### config.mk
export PLATFORM = sky130hd
export DESIGN_NAME = decode_writeback_flat
export DESIGN_NICKNAME = d
export VERILOG_FILES = /design/src/rtl/y86_pkg.sv /design/src/rtl/decode_writeback_if.sv /design/src/rtl/regfile_15x64.sv /design/src/rtl/decode_writeback.sv /design/src/flat_wrapper.sv
export SDC_FILE = /design/constraint.sdc
export NUM_CORES = 2
export LEC_CHECK = 0
export BUFFER_PORTS_ARGS = -buffer_cell sky130_fd_sc_hd__buf_4
export CELL_PAD_IN_SITES_DETAIL_PLACEMENT = 0
export CELL_PAD_IN_SITES_GLOBAL_PLACEMENT = 2
export CORE_UTILIZATION = 43
export CTS_BUF_LIST = sky130_fd_sc_hd__clkbuf_8
export DETAILED_ROUTE_END_ITERATION = 8
export PLACE_DENSITY_LB_ADDON = 0.1
export SKIP_LAST_GASP = 1
export SLEW_MARGIN = 20
export SYNTH_ARGS = -nofsm -noshare
export SYNTH_HDL_FRONTEND = slang
export SYNTH_SLANG_ARGS = --single-unit
### constraint.sdc
create_clock -name clk -period 4.37 [get_ports clk]
set_input_delay 0.2185 -clock clk [delete_from_list [all_inputs] [get_ports clk]]
set_output_delay 0.2185 -clock clk [all_outputs]
set_load 0.05 [all_outputs]
### src/rtl/y86_pkg.sv
// Shared Y86-64 constants: icodes, register IDs, data width.
// Imported by the decode/write-back slice.
package y86_pkg;

  localparam int XLEN = 64;

  localparam logic [3:0] IHALT  = 4'h0;
  localparam logic [3:0] INOP   = 4'h1;
  localparam logic [3:0] ICMOV  = 4'h2;
  localparam logic [3:0] IIRMOV = 4'h3;
  localparam logic [3:0] IRMMOV = 4'h4;
  localparam logic [3:0] IMRMOV = 4'h5;
  localparam logic [3:0] IOPQ   = 4'h6;
  localparam logic [3:0] IJXX   = 4'h7;
  localparam logic [3:0] ICALL  = 4'h8;
  localparam logic [3:0] IRET   = 4'h9;
  localparam logic [3:0] IPUSH  = 4'hA;
  localparam logic [3:0] IPOP   = 4'hB;

  localparam logic [3:0] RRSP  = 4'h4;
  localparam logic [3:0] RNONE = 4'hF;

endpackage

### src/rtl/decode_writeback_if.sv
// Decode/write-back bus: instruction fields and execute/memory results in,
// operands out. master = fetch/execute side, slave = this stage.
interface decode_writeback_if #(
  parameter int XLEN = 64
);
  logic [3:0]      icode;
  logic [3:0]      rA;
  logic [3:0]      rB;
  logic            cnd;
  logic [XLEN-1:0] valE;
  logic [XLEN-1:0] valM;
  logic            wb_en;
  logic [XLEN-1:0] valA;
  logic [XLEN-1:0] valB;

  modport master (
    output icode, rA, rB, cnd, valE, valM, wb_en,
    input  valA, valB
  );

  modport slave (
    input  icode, rA, rB, cnd, valE, valM, wb_en,
    output valA, valB
  );
endinterface

### src/rtl/regfile_15x64.sv
// 15-entry register file: 3 async read ports (A, B, debug), 2 sync
// write ports (E, M; M wins on collision), sync active-low clear.
module regfile_15x64 #(
  parameter int XLEN  = 64,
  parameter int NREGS = 15
) (
  input  logic            clk,
  input  logic            rst_n,
  input  logic [3:0]      ra_a,
  output logic [XLEN-1:0] rd_a,
  input  logic [3:0]      ra_b,
  output logic [XLEN-1:0] rd_b,
  input  logic [3:0]      ra_d,
  output logic [XLEN-1:0] rd_d,
  input  logic            we_e,
  input  logic [3:0]      wa_e,
  input  logic [XLEN-1:0] wd_e,
  input  logic            we_m,
  input  logic [3:0]      wa_m,
  input  logic [XLEN-1:0] wd_m
);
  import y86_pkg::*;

  logic [XLEN-1:0] regs_q [NREGS];
  logic [XLEN-1:0] regs_d [NREGS];

  // RNONE (and anything past the last register) reads as zero
  function automatic logic [XLEN-1:0] rd(input logic [3:0] a,
                                         input logic [XLEN-1:0] r [NREGS]);
    if (int'(a) >= NREGS) return '0;
    return r[a];
  endfunction

  assign rd_a = rd(ra_a, regs_q);
  assign rd_b = rd(ra_b, regs_q);
  assign rd_d = rd(ra_d, regs_q);

  // M applied after E so it wins when both target one register
  always_comb begin
    regs_d = regs_q;
    if (we_e && int'(wa_e) < NREGS) regs_d[wa_e] = wd_e;
    if (we_m && int'(wa_m) < NREGS) regs_d[wa_m] = wd_m;
  end

  always_ff @(posedge clk) begin
    if (!rst_n) regs_q <= '{default: '0};
    else        regs_q <= regs_d;
  end
endmodule

### src/rtl/decode_writeback.sv
// Y86-64 SEQ decode + write-back: picks srcA/srcB/dstE/dstM from icode,
// reads operands combinationally, commits valE/valM on the clock edge.
module decode_writeback #(
  parameter int XLEN  = 64,
  parameter int NREGS = 15
) (
  input  logic                clk,
  input  logic                rst_n,
  decode_writeback_if.slave   bus,
  input  logic [3:0]          dbg_sel,
  output logic [XLEN-1:0]     dbg_val
);
  import y86_pkg::*;

  logic [3:0] src_a;
  logic [3:0] src_b;
  logic [3:0] dst_e;
  logic [3:0] dst_m;

  always_comb begin
    src_a = RNONE;
    src_b = RNONE;
    dst_e = RNONE;
    dst_m = RNONE;
    unique case (bus.icode)
      ICMOV: begin
        src_a = bus.rA;
        dst_e = bus.cnd ? bus.rB : RNONE;
      end
      IIRMOV: dst_e = bus.rB;
      IRMMOV: begin
        src_a = bus.rA;
        src_b = bus.rB;
      end
      IMRMOV: begin
        src_b = bus.rB;
        dst_m = bus.rA;
      end
      IOPQ: begin
        src_a = bus.rA;
        src_b = bus.rB;
        dst_e = bus.rB;
      end
      ICALL: begin
        src_b = RRSP;
        dst_e = RRSP;
      end
      IRET: begin
        src_a = RRSP;
        src_b = RRSP;
        dst_e = RRSP;
      end
      IPUSH: begin
        src_a = bus.rA;
        src_b = RRSP;
        dst_e = RRSP;
      end
      IPOP: begin
        src_a = RRSP;
        src_b = RRSP;
        dst_e = RRSP;
        dst_m = bus.rA;
      end
      default: ;
    endcase
  end

  regfile_15x64 #(
    .XLEN  (XLEN),
    .NREGS (NREGS)
  ) u_rf (
    .clk   (clk),
    .rst_n (rst_n),
    .ra_a  (src_a),
    .rd_a  (bus.valA),
    .ra_b  (src_b),
    .rd_b  (bus.valB),
    .ra_d  (dbg_sel),
    .rd_d  (dbg_val),
    .we_e  (bus.wb_en),
    .wa_e  (dst_e),
    .wd_e  (bus.valE),
    .we_m  (bus.wb_en),
    .wa_m  (dst_m),
    .wd_m  (bus.valM)
  );
endmodule

### src/flat_wrapper.sv
// flat-port wrapper written by rule: the top's interface ports become plain ports
module decode_writeback_flat import y86_pkg::*;
#(
  parameter int XLEN  = 64,
  parameter int NREGS = 15
)
  (clk, rst_n, dbg_sel, dbg_val, bus_icode, bus_rA, bus_rB, bus_cnd, bus_valE, bus_valM, bus_wb_en, bus_valA, bus_valB);
  decode_writeback_if #(.XLEN(XLEN)) bus_i ();
  input  logic clk;
  input  logic rst_n;
  input  logic [3:0] dbg_sel;
  output logic [XLEN-1:0] dbg_val;
  input wire logic [$bits(bus_i.icode)-1:0] bus_icode;
  input wire logic [$bits(bus_i.rA)-1:0] bus_rA;
  input wire logic [$bits(bus_i.rB)-1:0] bus_rB;
  input wire logic [$bits(bus_i.cnd)-1:0] bus_cnd;
  input wire logic [$bits(bus_i.valE)-1:0] bus_valE;
  input wire logic [$bits(bus_i.valM)-1:0] bus_valM;
  input wire logic [$bits(bus_i.wb_en)-1:0] bus_wb_en;
  output wire logic [$bits(bus_i.valA)-1:0] bus_valA;
  output wire logic [$bits(bus_i.valB)-1:0] bus_valB;
  assign bus_i.icode = bus_icode;
  assign bus_i.rA = bus_rA;
  assign bus_i.rB = bus_rB;
  assign bus_i.cnd = bus_cnd;
  assign bus_i.valE = bus_valE;
  assign bus_i.valM = bus_valM;
  assign bus_i.wb_en = bus_wb_en;
  assign bus_valA = bus_i.valA;
  assign bus_valB = bus_i.valB;
  decode_writeback #(.XLEN(XLEN), .NREGS(NREGS)) u_core (.clk(clk), .rst_n(rst_n), .bus(bus_i), .dbg_sel(dbg_sel), .dbg_val(dbg_val));
endmodule
== Word-level counts from Yosys, hierarchy flattened ==
Index checks and enable logic that the tools add are counted.

* Logic and storage cells: 82
* Bits in registers: 960
* Input bits: 148

* Magnitude comparators: 12
* Multiplexer cells: 31
* Bitwise logic cells: 5
* Equal/unequal tests: 9
* Reductions and logical operators: 10

{| class="wikitable"
|+ Operators by type and width
! operator !! number
|-
| $bwmux 960 || 2
|-
| $mux 960 || 2
|-
| $mux 64 || 14
|-
| $bmux 64 s4 || 3
|-
| $demux 64 s4 || 2
|-
| $ge 5x5->1 const B || 5
|-
| $not 4->5 || 5
|-
| $eq 4x4->1 const B || 4
|-
| $pmux 4 s2 || 2
|-
| $eq 4x3->1 const B || 3
|-
| $ge 4x4->1 const B || 3
|-
| $pmux 4 s3 || 1
|-
| $lt 5x1->1 const B || 2
|-
| $eq 4x2->1 const B || 2
|-
| $lt 4x4->1 const B || 2
|-
| $mux 4 || 2
|-
| $reduce_or 4->1 || 2
|-
| $reduce_or 2->1 || 3
|-
| $logic_and 1x1->1 || 4
|-
| $mux 1 || 3
|-
| $reduce_or 3->1 || 1
|}

== Longest topological paths before layout ==
* Depth after elaboration: 12
* Depth in mapped cells: 11

== Cells and area by module ==
Synthesis repeated with hierarchy kept, for this count alone.

* Cells, all modules: 7895
* Area total of the unflattened synthesis: 69889.5 um2

{| class="wikitable"
|+ By module, submodules not included
! module !! instances !! area an instance (um2) !! cells an instance
|-
| regfile_15x64 || 1 || 69625.5 || 7850
|-
| decode_writeback || 1 || 264.0 || 45
|}

== Least setup slack after synthesis ==
OpenSTA, ideal clock, no wires.

* Path kind: input-to-output
* Start: input port dbg_sel[1]
* End: output port dbg_val[56]
* Stages: 8
* Path buffers: 4
* Path slack: 1.738 ns
* Arrival time: 2.413 ns
* Cells stage by stage: clkbuf_1 -> buf_2 -> buf_1 -> buf_2 -> mux2i_1 -> o211ai_1 -> o21ai_0 -> o22ai_1

* Cells in the longest elaborated chain, start to end: 5
* Elaborated cells on any way between the ends: 7
* Classes of those cells: 1 x order compare; 5 x mux; 1 x bitwise

{| class="wikitable"
|+ Ends and longest elaborated chain
! what !! line !! RTL
|-
| from (decl) || flat_wrapper.sv:11 || <nowiki>input logic [3:0] dbg_sel;</nowiki>
|-
| $not 4->5 (implied by the code) || regfile_15x64.sv:31 || <nowiki>return r[a];</nowiki>
|-
| $bmux 64 s4 || regfile_15x64.sv:31 ||
|-
| $mux 64 (implied by the code) (2 in series) || regfile_15x64.sv:31 ||
|-
| $mux 64 * || regfile_15x64.sv:31 ||
|-
| to (decl) || flat_wrapper.sv:12 || <nowiki>output logic [XLEN-1:0] dbg_val;</nowiki>
|}

Mark *: on every way between the ends. The rest lies on a longest branch, timed or not. The select of a mux whose other input is x is not followed.

== Worst setup path in the final report ==
* Start: input port bus_icode[2]
* End: output port bus_valA[31]

* Cells in the longest elaborated chain, start to end: 8
* Elaborated cells on any way between the ends: 16
* Classes of those cells: 1 x order compare; 6 x eq/ne; 6 x mux; 1 x bitwise; 2 x reduce/logical

{| class="wikitable"
|+ Ends and longest elaborated chain
! what !! line !! RTL
|-
| from (decl) || flat_wrapper.sv:13 || <nowiki>input wire logic [$bits(bus_i.icode)-1:0] bus_icode;</nowiki>
|-
| $eq 4x3->1 (tied with other cells) || decode_writeback.sv:25 || <nowiki>unique case (bus.icode)</nowiki>
|-
| $reduce_or 4->1 (no line) or $reduce_or 2->1 (tied branches) || - ||
|-
| $pmux 4 s2 * || decode_writeback.sv:25 ||
|-
| $not 4->5 (implied by the code) || regfile_15x64.sv:31 ||
|-
| $bmux 64 s4 || regfile_15x64.sv:31 ||
|-
| $mux 64 (implied by the code) (2 in series) || regfile_15x64.sv:31 ||
|-
| $mux 64 * || regfile_15x64.sv:31 ||
|-
| to (decl) || flat_wrapper.sv:20 || <nowiki>output wire logic [$bits(bus_i.valA)-1:0] bus_valA;</nowiki>
|}

Marks and branches as above.

==> flow_metrics.env <==
export IMPL_synth_main_ff_cell="dfxtp_1"
export IMPL_die_area_sq_um=152000
export IMPL_coreArea_sq_um=148000
export IMPL_clkPwrFrac=0.418
export IMPL_yosysTopAreaCellShare=0.297
export IMPL_syn_area_sq_um=64600
export IMPL_relSlewSlack=0.169
export IMPL_dp_cells=9117
export IMPL_synth_area_leaders="dfxtp_1 30%, mux2i_1 19%, o21ai_0 7.4%, a21oi_1 7.3%, mux4_2 7.0%"
export IMPL_cts_num_sinks=960
export IMPL_p_per_area_nw_per_um2=306
export IMPL_ys_seq_area_frac=0.297
export IMPL_crit_required_ns=4.15
export IMPL_path_clk_slew_ns=0.06
export IMPL_drtIter0Drc=11290
export IMPL_outcome="finished with violations"
export IMPL_io_pins=340
export IMPL_finalClockSkew_ns=0
export IMPL_ant_nets=0
export IMPL_setup_viol_count_final=0
export IMPL_slew_viol_final=0
export IMPL_place_area_sq_um=68800
export IMPL_max_vdd_ir_drop_mv=0.279
export IMPL_p_total_mw=22.9
export IMPL_cts_htree_levels=4
export IMPL_grt_usage=0.422
export IMPL_p_comb_frac=0.189
export IMPL_cts_root_buf="clkbuf_8"
export IMPL_holdWs_ns=0.0926
export IMPL_grt_pass1_vias=63133
export IMPL_hold_violations=0
export IMPL_hp_class="input pin to flop"
export IMPL_synth_top_cell_by_area="dfxtp_1"
export IMPL_post_drt_via_cell_ratio=7.11
export IMPL_wl_per_cell_microns=34.7
export IMPL_globalRouteOverflowTotal=0
export IMPL_yosysWarnings=0
export IMPL_synthCells=7526
export IMPL_setup_tns_ns=0
export IMPL_crit_path_max_fanout=26
export IMPL_clk_latency_ns=0.90
export IMPL_syn2layout_area_growth_pct=15.6
export IMPL_postCtsSetupBuffers=0
export IMPL_drc=2
export IMPL_largest_register="u_core.u_rf.regs_q"
export IMPL_syn_nets=7674
export IMPL_cts_tree="built"
export IMPL_cts_max_path_buffers=3
export IMPL_post_place_ws_ns=0.662
export IMPL_path_class="input pin to primary output"
export IMPL_grt_pass1_wl_microns=471000
export IMPL_synth_edf_count=0
export IMPL_fmax_ghz=0.255
export IMPL_antenna_found_initial=15
export IMPL_p_int_mw=15.3
export IMPL_largest_register_ffs=960
export IMPL_rows=141
export IMPL_port_buffers=339
export IMPL_syn_area_per_cell_sq_um=8.58
export IMPL_endpoint_kind="primary output"
export IMPL_die_w_microns=390
export IMPL_final_util=0.503
export IMPL_worst_setup_path_start_kind="input pin"
export IMPL_power_frac_seq=0.392
export IMPL_die_height_microns=390
export IMPL_async_reset_ff_frac=0
export IMPL_fin_area_sq_um=74700
export IMPL_final_cells=9653
export IMPL_drive_gt1_frac=0.154
export IMPL_gp_congestion=0.883
export IMPL_fin_crit_sh=0.897
export IMPL_drt_pass1_iter_count=9
export IMPL_hpwl_microns=185000
export IMPL_rsz0062_at_grt="false"
export IMPL_vias=68641
export IMPL_wl_microns=335000
export IMPL_cp_arrival_ns=3.70
export IMPL_ys_types=61
export IMPL_switching_share=0.331
export IMPL_grt_max_degree=225
export IMPL_maxCapViolCount=0
export IMPL_leakagePower_nw=28.4
export IMPL_numCtsBuffers=183
export IMPL_violations="DRC"
export IMPL_switching_power_mw=7.57
export IMPL_worstMarginPinSlew_ns=1.25
export IMPL_nets=7641
export IMPL_setup_slack_ns=0.448
export IMPL_synth_seq_cells=960
export IMPL_finalCriticalPeriod_ns=3.92
export IMPL_initial_core_util=0.435
export IMPL_top_regs="u_core.u_rf.regs_q (960)"
## area by class of cell
cell class | count | area [sq um]
fill | 14204 | 73700
clock inverter | 81 | 380
antenna | 8 | 20.0
timing repair buffer | 761 | 7420
tap | 2002 | 2500
clock buffer | 254 | 3500
inverter | 5 | 23.8
sequential | 960 | 19200
multi-input combinational | 5582 | 41600
## worst paths after layout
| check | startpoint | endpoint | slack, ns | cells past startpoint |
|---|---|---|---|---|
| setup / recovery | bus_icode[2] | bus_valA[31] | 0.45 | 9 |
| setup reg to reg | u_core.u_rf.regs_q[240]$_SDFF_PN0_ | u_core.u_rf.regs_q[240]$_SDFF_PN0_ | 3.07 | 3 |
| hold / removal | bus_rA[0] | u_core.u_rf.regs_q[14]$_SDFF_PN0_ | 0.09 | 5 |
| hold reg to reg | u_core.u_rf.regs_q[831]$_SDFF_PN0_ | u_core.u_rf.regs_q[831]$_SDFF_PN0_ | 0.57 | 2 |
## cells in the final DEF (no fill, tap or decap), drive strengths merged, types with 6 or more instances in the layout
master / instances
o22ai: 136
mux4: 202
buf: 568
clkinv: 16
nor4: 95
o221ai: 84
nand2: 435
inv: 68
or3: 6
nor2b: 7
a221oi: 316
o311a: 54
nor3: 83
mux2: 60
a31oi: 63
dlygate4sd3: 193
dfxtp: 960
a222oi: 63
a211o: 54
and3: 60
nand2b: 7
diode: 8
clkbuf: 254
o21ai: 954
nor2: 262
a21oi: 945
o211ai: 51
or4: 11
nand3: 77
mux2i: 1236
o211a: 10
o2bb2ai: 64
a211oi: 212
## worst max-delay path: stages
cell	delay, ns
buf_4	0.41
and2_1	0.32
or3_1	0.53
o31a_2	0.45
buf_4	0.48
a221oi_1	0.10
nor4_1	0.65
a211o_1	0.25
buf_4	0.20
## cell usage after synthesis, drive strengths merged (63+ instances only)
cell and number:
clkbuf 659, a222oi 63, nand3 77, a211oi 212, mux4 202, o2bb2ai 64
mux2i 1236, nor2 262, o22ai 136, a221oi 316, nor3 83, nand2 435
nor4 95, a21oi 945, o21ai 954, buf 320, a31oi 63, o221ai 84
dfxtp 960
## kinds of logic (layout without fill, tap and decap cells)
kind of cell / Yosys count / in the layout / share of synthesized area
AND/OR/NAND/NOR: 1059 / 1059 / 0.0743
buffers and inverters: 984 / 1101 / 0.0663
flip-flops: 960 / 960 / 0.297
multiplexers: 1498 / 1498 / 0.272
other: 0 / 8 / 0
AO/OA/AOI/OAI: 3025 / 3025 / 0.290
## power by group through the flow
stage | logic (mW) | registers, mW | clock network, mW
after global placement | 4.04 | 9.16 | 0
after detailed placement | 4.06 | 9.16 | 0
after floorplan | 2.39 | 9.12 | 0
after global routing | 4.41 | 8.98 | 10.0
final | 4.34 | 8.98 | 9.57
after CTS | 4.18 | 8.97 | 9.64
## routing by layer
layer  track usage  part of all wire  vias to the layer above
met5             0           0.00032                        -
met2         0.633              0.43                     5076
met3        0.0904              0.12                     1120
li1              -                 -                    29131
met4         0.221             0.057                       16
met1         0.567              0.40                    33298
## timing repair
item,4_1_cts,5_1_grt
resized for setup,0,0
endpoints found under the hold margin,960,0
hold buffers,193,0
Note: power is estimated with default switching activity, not from simulation.
